--- config.mk ---
export PLATFORM = sky130hd
export DESIGN_NAME = mem_port_arbiter
export DESIGN_NICKNAME = d
export VERILOG_FILES = /design/src/rtl/mem_port_arbiter.sv
export SDC_FILE = /design/constraint.sdc
export NUM_CORES = 1
export LEC_CHECK = 0
export CORE_AREA = 2 2 156 158
export CTS_CLUSTER_DIAMETER = 50
export CTS_CLUSTER_SIZE = 16
export DETAILED_ROUTE_END_ITERATION = 16
export DIE_AREA = 0 0 158 160
export PLACE_DENSITY = 0.72
export SLEW_MARGIN = 0
export SYNTH_ARGS = -nofsm -noshare
export SYNTH_HDL_FRONTEND = slang
export SYNTH_SLANG_ARGS = --single-unit
--- constraint.sdc ---
create_clock -name clk -period 7.58 [get_ports clk]
set_input_delay 1.137 -clock clk [delete_from_list [all_inputs] [get_ports clk]]
set_output_delay 1.137 -clock clk [all_outputs]
set_load 0.1 [all_outputs]
--- src/rtl/mem_port_arbiter.sv ---
// Fetch/data arbiter and sequencer for the shared 64-bit memory port.
// Optional macro ARB_RR_EN selects round-robin collision handling (default: data always wins).
module mem_port_arbiter #(
  parameter int ADDR_W  = 32,
  parameter int MEM_LAT = 2
) (
  input  logic              clk,
  input  logic              rst_n,
  input  logic              if_req,
  input  logic [ADDR_W-1:0] if_addr,
  output logic              if_gnt,
  output logic              if_rvalid,
  output logic [31:0]       if_rdata,
  input  logic              d_req,
  input  logic              d_we,
  input  logic [ADDR_W-1:0] d_addr,
  input  logic [63:0]       d_wdata,
  output logic              d_gnt,
  output logic              d_rvalid,
  output logic [63:0]       d_rdata,
  output logic              d_err,
  output logic              mem_en,
  output logic              mem_we,
  output logic [ADDR_W-1:0] mem_addr,
  output logic [63:0]       mem_wdata,
  input  logic [63:0]       mem_rdata,
  output logic              busy
);

  typedef enum logic [1:0] {IDLE, ISSUE, WAIT, DONE} state_t;

  localparam logic [3:0] CNT_LOAD = 4'(MEM_LAT - 1);

  state_t              state, state_next;
  logic                owner;      // 1 = data port, 0 = fetch port
  logic [ADDR_W-1:2]   addr;
  logic                we;
  logic                misal;
  logic [63:0]         wdata;
  logic [3:0]          cnt;
  logic                arb, take, pick_data;

  // Fetch addresses are word-granular; their low two bits carry no information.
  logic unused_if_addr;
  assign unused_if_addr = ^if_addr[1:0];

`ifdef ARB_RR_EN
  logic last_data;
  assign pick_data = d_req && (!if_req || !last_data);
`else
  assign pick_data = d_req;
`endif

  assign arb  = (state == IDLE) || (state == DONE);
  assign take = arb && (if_req || d_req);

  always_ff @(posedge clk or posedge rst_n) begin
    if (rst_n) begin
      state    <= IDLE;
      owner    <= 1'b0;
      addr     <= '0;
      we       <= 1'b0;
      misal    <= 1'b0;
      wdata    <= '0;
      cnt      <= '0;
      if_rdata <= '0;
      d_rdata  <= '0;
`ifdef ARB_RR_EN
      last_data <= 1'b0;
`endif
    end else begin
      state <= state_next;
      if (take) begin
        owner <= pick_data;
        addr  <= pick_data ? d_addr[ADDR_W-1:2] : if_addr[ADDR_W-1:2];
        we    <= pick_data && d_we;
        misal <= pick_data && (d_addr[2:0] != 3'b000);
        wdata <= d_wdata;
`ifdef ARB_RR_EN
        last_data <= pick_data;
`endif
      end
      if (state == ISSUE) begin
        cnt <= misal ? 4'd0 : CNT_LOAD;
      end else if (state == WAIT) begin
        if (cnt != 4'd0) begin
          cnt <= cnt - 4'd1;
        end else if (!misal) begin
          // Last wait cycle: memory data is valid now.
          if (!owner)
            if_rdata <= addr[2] ? mem_rdata[63:32] : mem_rdata[31:0];
          else if (!we)
            d_rdata <= mem_rdata;
        end
      end
    end
  end

  always_comb begin
    state_next = state;
    if_gnt     = 1'b0;
    d_gnt      = 1'b0;
    if_rvalid  = 1'b0;
    d_rvalid   = 1'b0;
    d_err      = 1'b0;
    mem_en     = 1'b0;
    mem_we     = 1'b0;
    busy       = (state != IDLE);
    case (state)
      IDLE: state_next = take ? ISSUE : IDLE;
      ISSUE: begin
        if_gnt     = !owner;
        d_gnt      = owner;
        mem_en     = !misal;
        mem_we     = !misal && we;
        state_next = WAIT;
      end
      WAIT: state_next = (cnt == 4'd0) ? DONE : WAIT;
      DONE: begin
        if_rvalid  = !owner;
        d_rvalid   = owner;
        d_err      = owner && misal;
        state_next = take ? ISSUE : IDLE;
      end
      default: state_next = IDLE;
    endcase
  end

  assign mem_addr  = {addr[ADDR_W-1:3], 3'b000};
  assign mem_wdata = wdata;

endmodule

==> impl_metrics.json <==
{
  "syn_area_um2": 8720,
  "grt_pass1_vias": 6242,
  "crit_family": "buffers and inverters",
  "fmax_ghz": 0.247,
  "yosysSeqAreaShare_pct": 57.1,
  "worst_pin_slew_ns": 1.10,
  "cp_max_fo": 12,
  "post_cts_buffers": 0,
  "nets": 1152,
  "finalSetupViolations": 0,
  "path_clk_slew_ns": 0.08,
  "reg2reg_slack_ns": 4.47,
  "synth_ff_type": "dfrtp_1",
  "r2r_start": "state[0]",
  "async_flop_share_pct": 100,
  "cts_tree": "built",
  "rsz0062_at_grt": "false",
  "via_count": 5946,
  "layout_min_cycle_time_ns": 4.05,
  "drtIter0Drc": 163,
  "die_height_um": 160,
  "synth_cells": 596,
  "dr.pass1.iters": 4,
  "layout_commonest_cell": "clkdlybuf4s50_1",
  "drc_errors": 0,
  "nFillCells": 2054,
  "grt_pass1_wl_mm": 34.9,
  "clock_path_buffers": 2,
  "gp_congestion": 0.761,
  "setup-tns-final_ns": 0,
  "min_period_over_period_pct": 53.4,
  "cts-htree-levels": 4,
  "hold_end": "addr[18]",
  "path_buf_inv": 2,
  "worstSetupPathType": "reg -> out",
  "synthDistinctLibCells": 33,
  "io_pins": 397,
  "avgViaCountPerCell": 4.62,
  "syn_to_final_growth_pct": 51.9,
  "cts_resized": 0,
  "drt_wl_total_mm": 23.3,
  "yosys_warnings": 0,
  "hold_viol": 0,
  "grt_max_degree": 135,
  "syn_area_per_cell_um2": 14.6,
  "cp-end-kind": "primary output",
  "min_path_cells": 2,
  "worst_hold_path_type": "reg -> reg",
  "relSlewSlack_pct": 26.7,
  "wl_per_cell_um": 18.1,
  "synth-seq-cells": 199,
  "root_buffer": "clkbuf_16",
  "drtAntennaViolNets": 0,
  "hpwl_mm": 17.0,
  "max_cap_viol_count": 0,
  "cp_slowest_cell": "clkdlybuf4s50_1",
  "drive_above_1_share_pct": 24.2,
  "core_um2": 23800,
  "start_util_pct": 36.6,
  "clock-sinks": 199,
  "final_cell_mix": "clkdlybuf4s50_1, dfrtp_1, mux2_2",
  "drv_slew": 0,
  "status": "finished clean",
  "die_x_um": 158,
  "startpoint_type": "flop",
  "synth-edff-count": 0,
  "rows": 57,
  "hold_start": "addr[18]",
  "cp.required_ns": 6.44,
  "finClkSkew_ns": 0.0174,
  "clkLatencyLatePin_ns": 0.43,
  "cpPeakStageDelay_ns": 1.14,
  "die_area_um2": 25300,
  "grt-ovfl-total": 0,
  "cts_made_buffers": 17,
  "port_buffers": 391,
  "grt.total_usage_pct": 18.0,
  "cp.arrival_ns": 2.91,
  "antenna_found_initial": 1,
  "r2r_cells": 6,
  "path_cells": "inv_1, ha_1, nor2b_1, and2_1, clkdlybuf4s50_1",
  "reg2reg_to": "mem_wdata[37]",
  "cts-hold-fix-buffers": 0
}
worst max-delay path by stage:
stage	startpoint	end	slack, ns	cells after the start
6_report	state[1]	mem_we	3.53	5
5_1_grt	state[1]	mem_we	3.37	5
4_1_cts	state[1]	mem_we	3.49	5
3_5_place_dp	d_req	mem_wdata[52]	3.56	5
3_3_place_gp	d_req	mem_wdata[36]	3.57	5
2_1_floorplan	rst_n	addr[10]	1.02	1
metal layers:
| layer | global-route usage (%) | part of all wire [%] | vias up |
|---|---|---|---|
| met1 | 21.5 | 41 | 2925 |
| met2 | 30.8 | 48 | 254 |
| li1 | - | - | 2752 |
| met5 | 0 | 0 | - |
| met3 | 7.14 | 9.5 | 15 |
| met4 | 3.85 | 1.1 | 0 |
through the flow:
| stage | hold WS (ns) | util [%] | instances | worst slack, ns | instance area [um^2] |
|---|---|---|---|---|---|
| 2_1_floorplan | 0.451 | - | 598 | 1.02 | 8720 |
| 3_3_place_gp | 0.462 | 53.3 | 1254 | 3.57 | 12700 |
| 3_5_place_dp | 0.470 | 53.3 | 1254 | 3.56 | 12700 |
| 4_1_cts | 0.486 | 55.6 | 1285 | 3.49 | 13200 |
| 5_1_grt | 0.511 | 55.6 | 1286 | 3.37 | 13200 |
| 6_report | 0.483 | 55.6 | 1286 | 3.53 | 13200 |
flip-flops by register name, summed over array words and instances (netlist names):
signal / flops
owner: 1
addr: 30
state: 2
if_rdata: 32
we: 1
mem_wdata: 64
misal: 1
d_rdata: 64
cnt: 4
tightest hold or removal path: stages, from the launching register on:
cell     delay, ns
dfrtp_1       0.34
nand2_1       0.04
o21ai_0       0.06
area by class of cell:
type	instances	area [um^2]	share of cell area, %
diodes	1	2.50	0.0189
clock buffers	18	429	3.24
clock inverters	13	128	0.964
inverters	7	33.8	0.255
multi-input cells	328	3320	25.1
flip-flops and latches	199	4980	37.6
well taps	324	405	3.06
repair buffers	396	3950	29.8
synthesized netlist by cell type (2+ instances only):
| master | n | area (um^2) |
|---|---|---|
| mux2i_1 | 30 | 300 |
| nor3_1 | 2 | 10.0 |
| nand2_1 | 35 | 131 |
| inv_1 | 7 | 26.3 |
| ha_1 | 6 | 75.1 |
| buf_2 | 13 | 65.1 |
| o21ai_0 | 32 | 160 |
| nor2b_1 | 3 | 18.8 |
| o31ai_1 | 3 | 22.5 |
| buf_6 | 6 | 67.6 |
| and2_1 | 3 | 18.8 |
| mux2_1 | 2 | 22.5 |
| buf_4 | 32 | 240 |
| nand4b_1 | 2 | 17.5 |
| clkbuf_1 | 13 | 48.8 |
| dfrtp_1 | 199 | 4980 |
| mux2_4 | 60 | 901 |
| nand2b_1 | 3 | 18.8 |
| mux2_2 | 131 | 1480 |
kinds of logic (layout without fill, tap and decap cells):
group / after synthesis / after routing / share of synthesized area (%)
other cells: 1 / 4 / 0.0430
fa+ha+maj: 6 / 6 / 0.861
compound gates: 42 / 42 / 2.67
buf+inv: 71 / 434 / 5.14
simple gates: 54 / 54 / 3.20
flops: 199 / 199 / 57.1
mux: 223 / 223 / 31.0
Power is left out: the tool's default activity adds up to more than one toggle a clock period on the data nets, which glitch-free logic cannot reach.
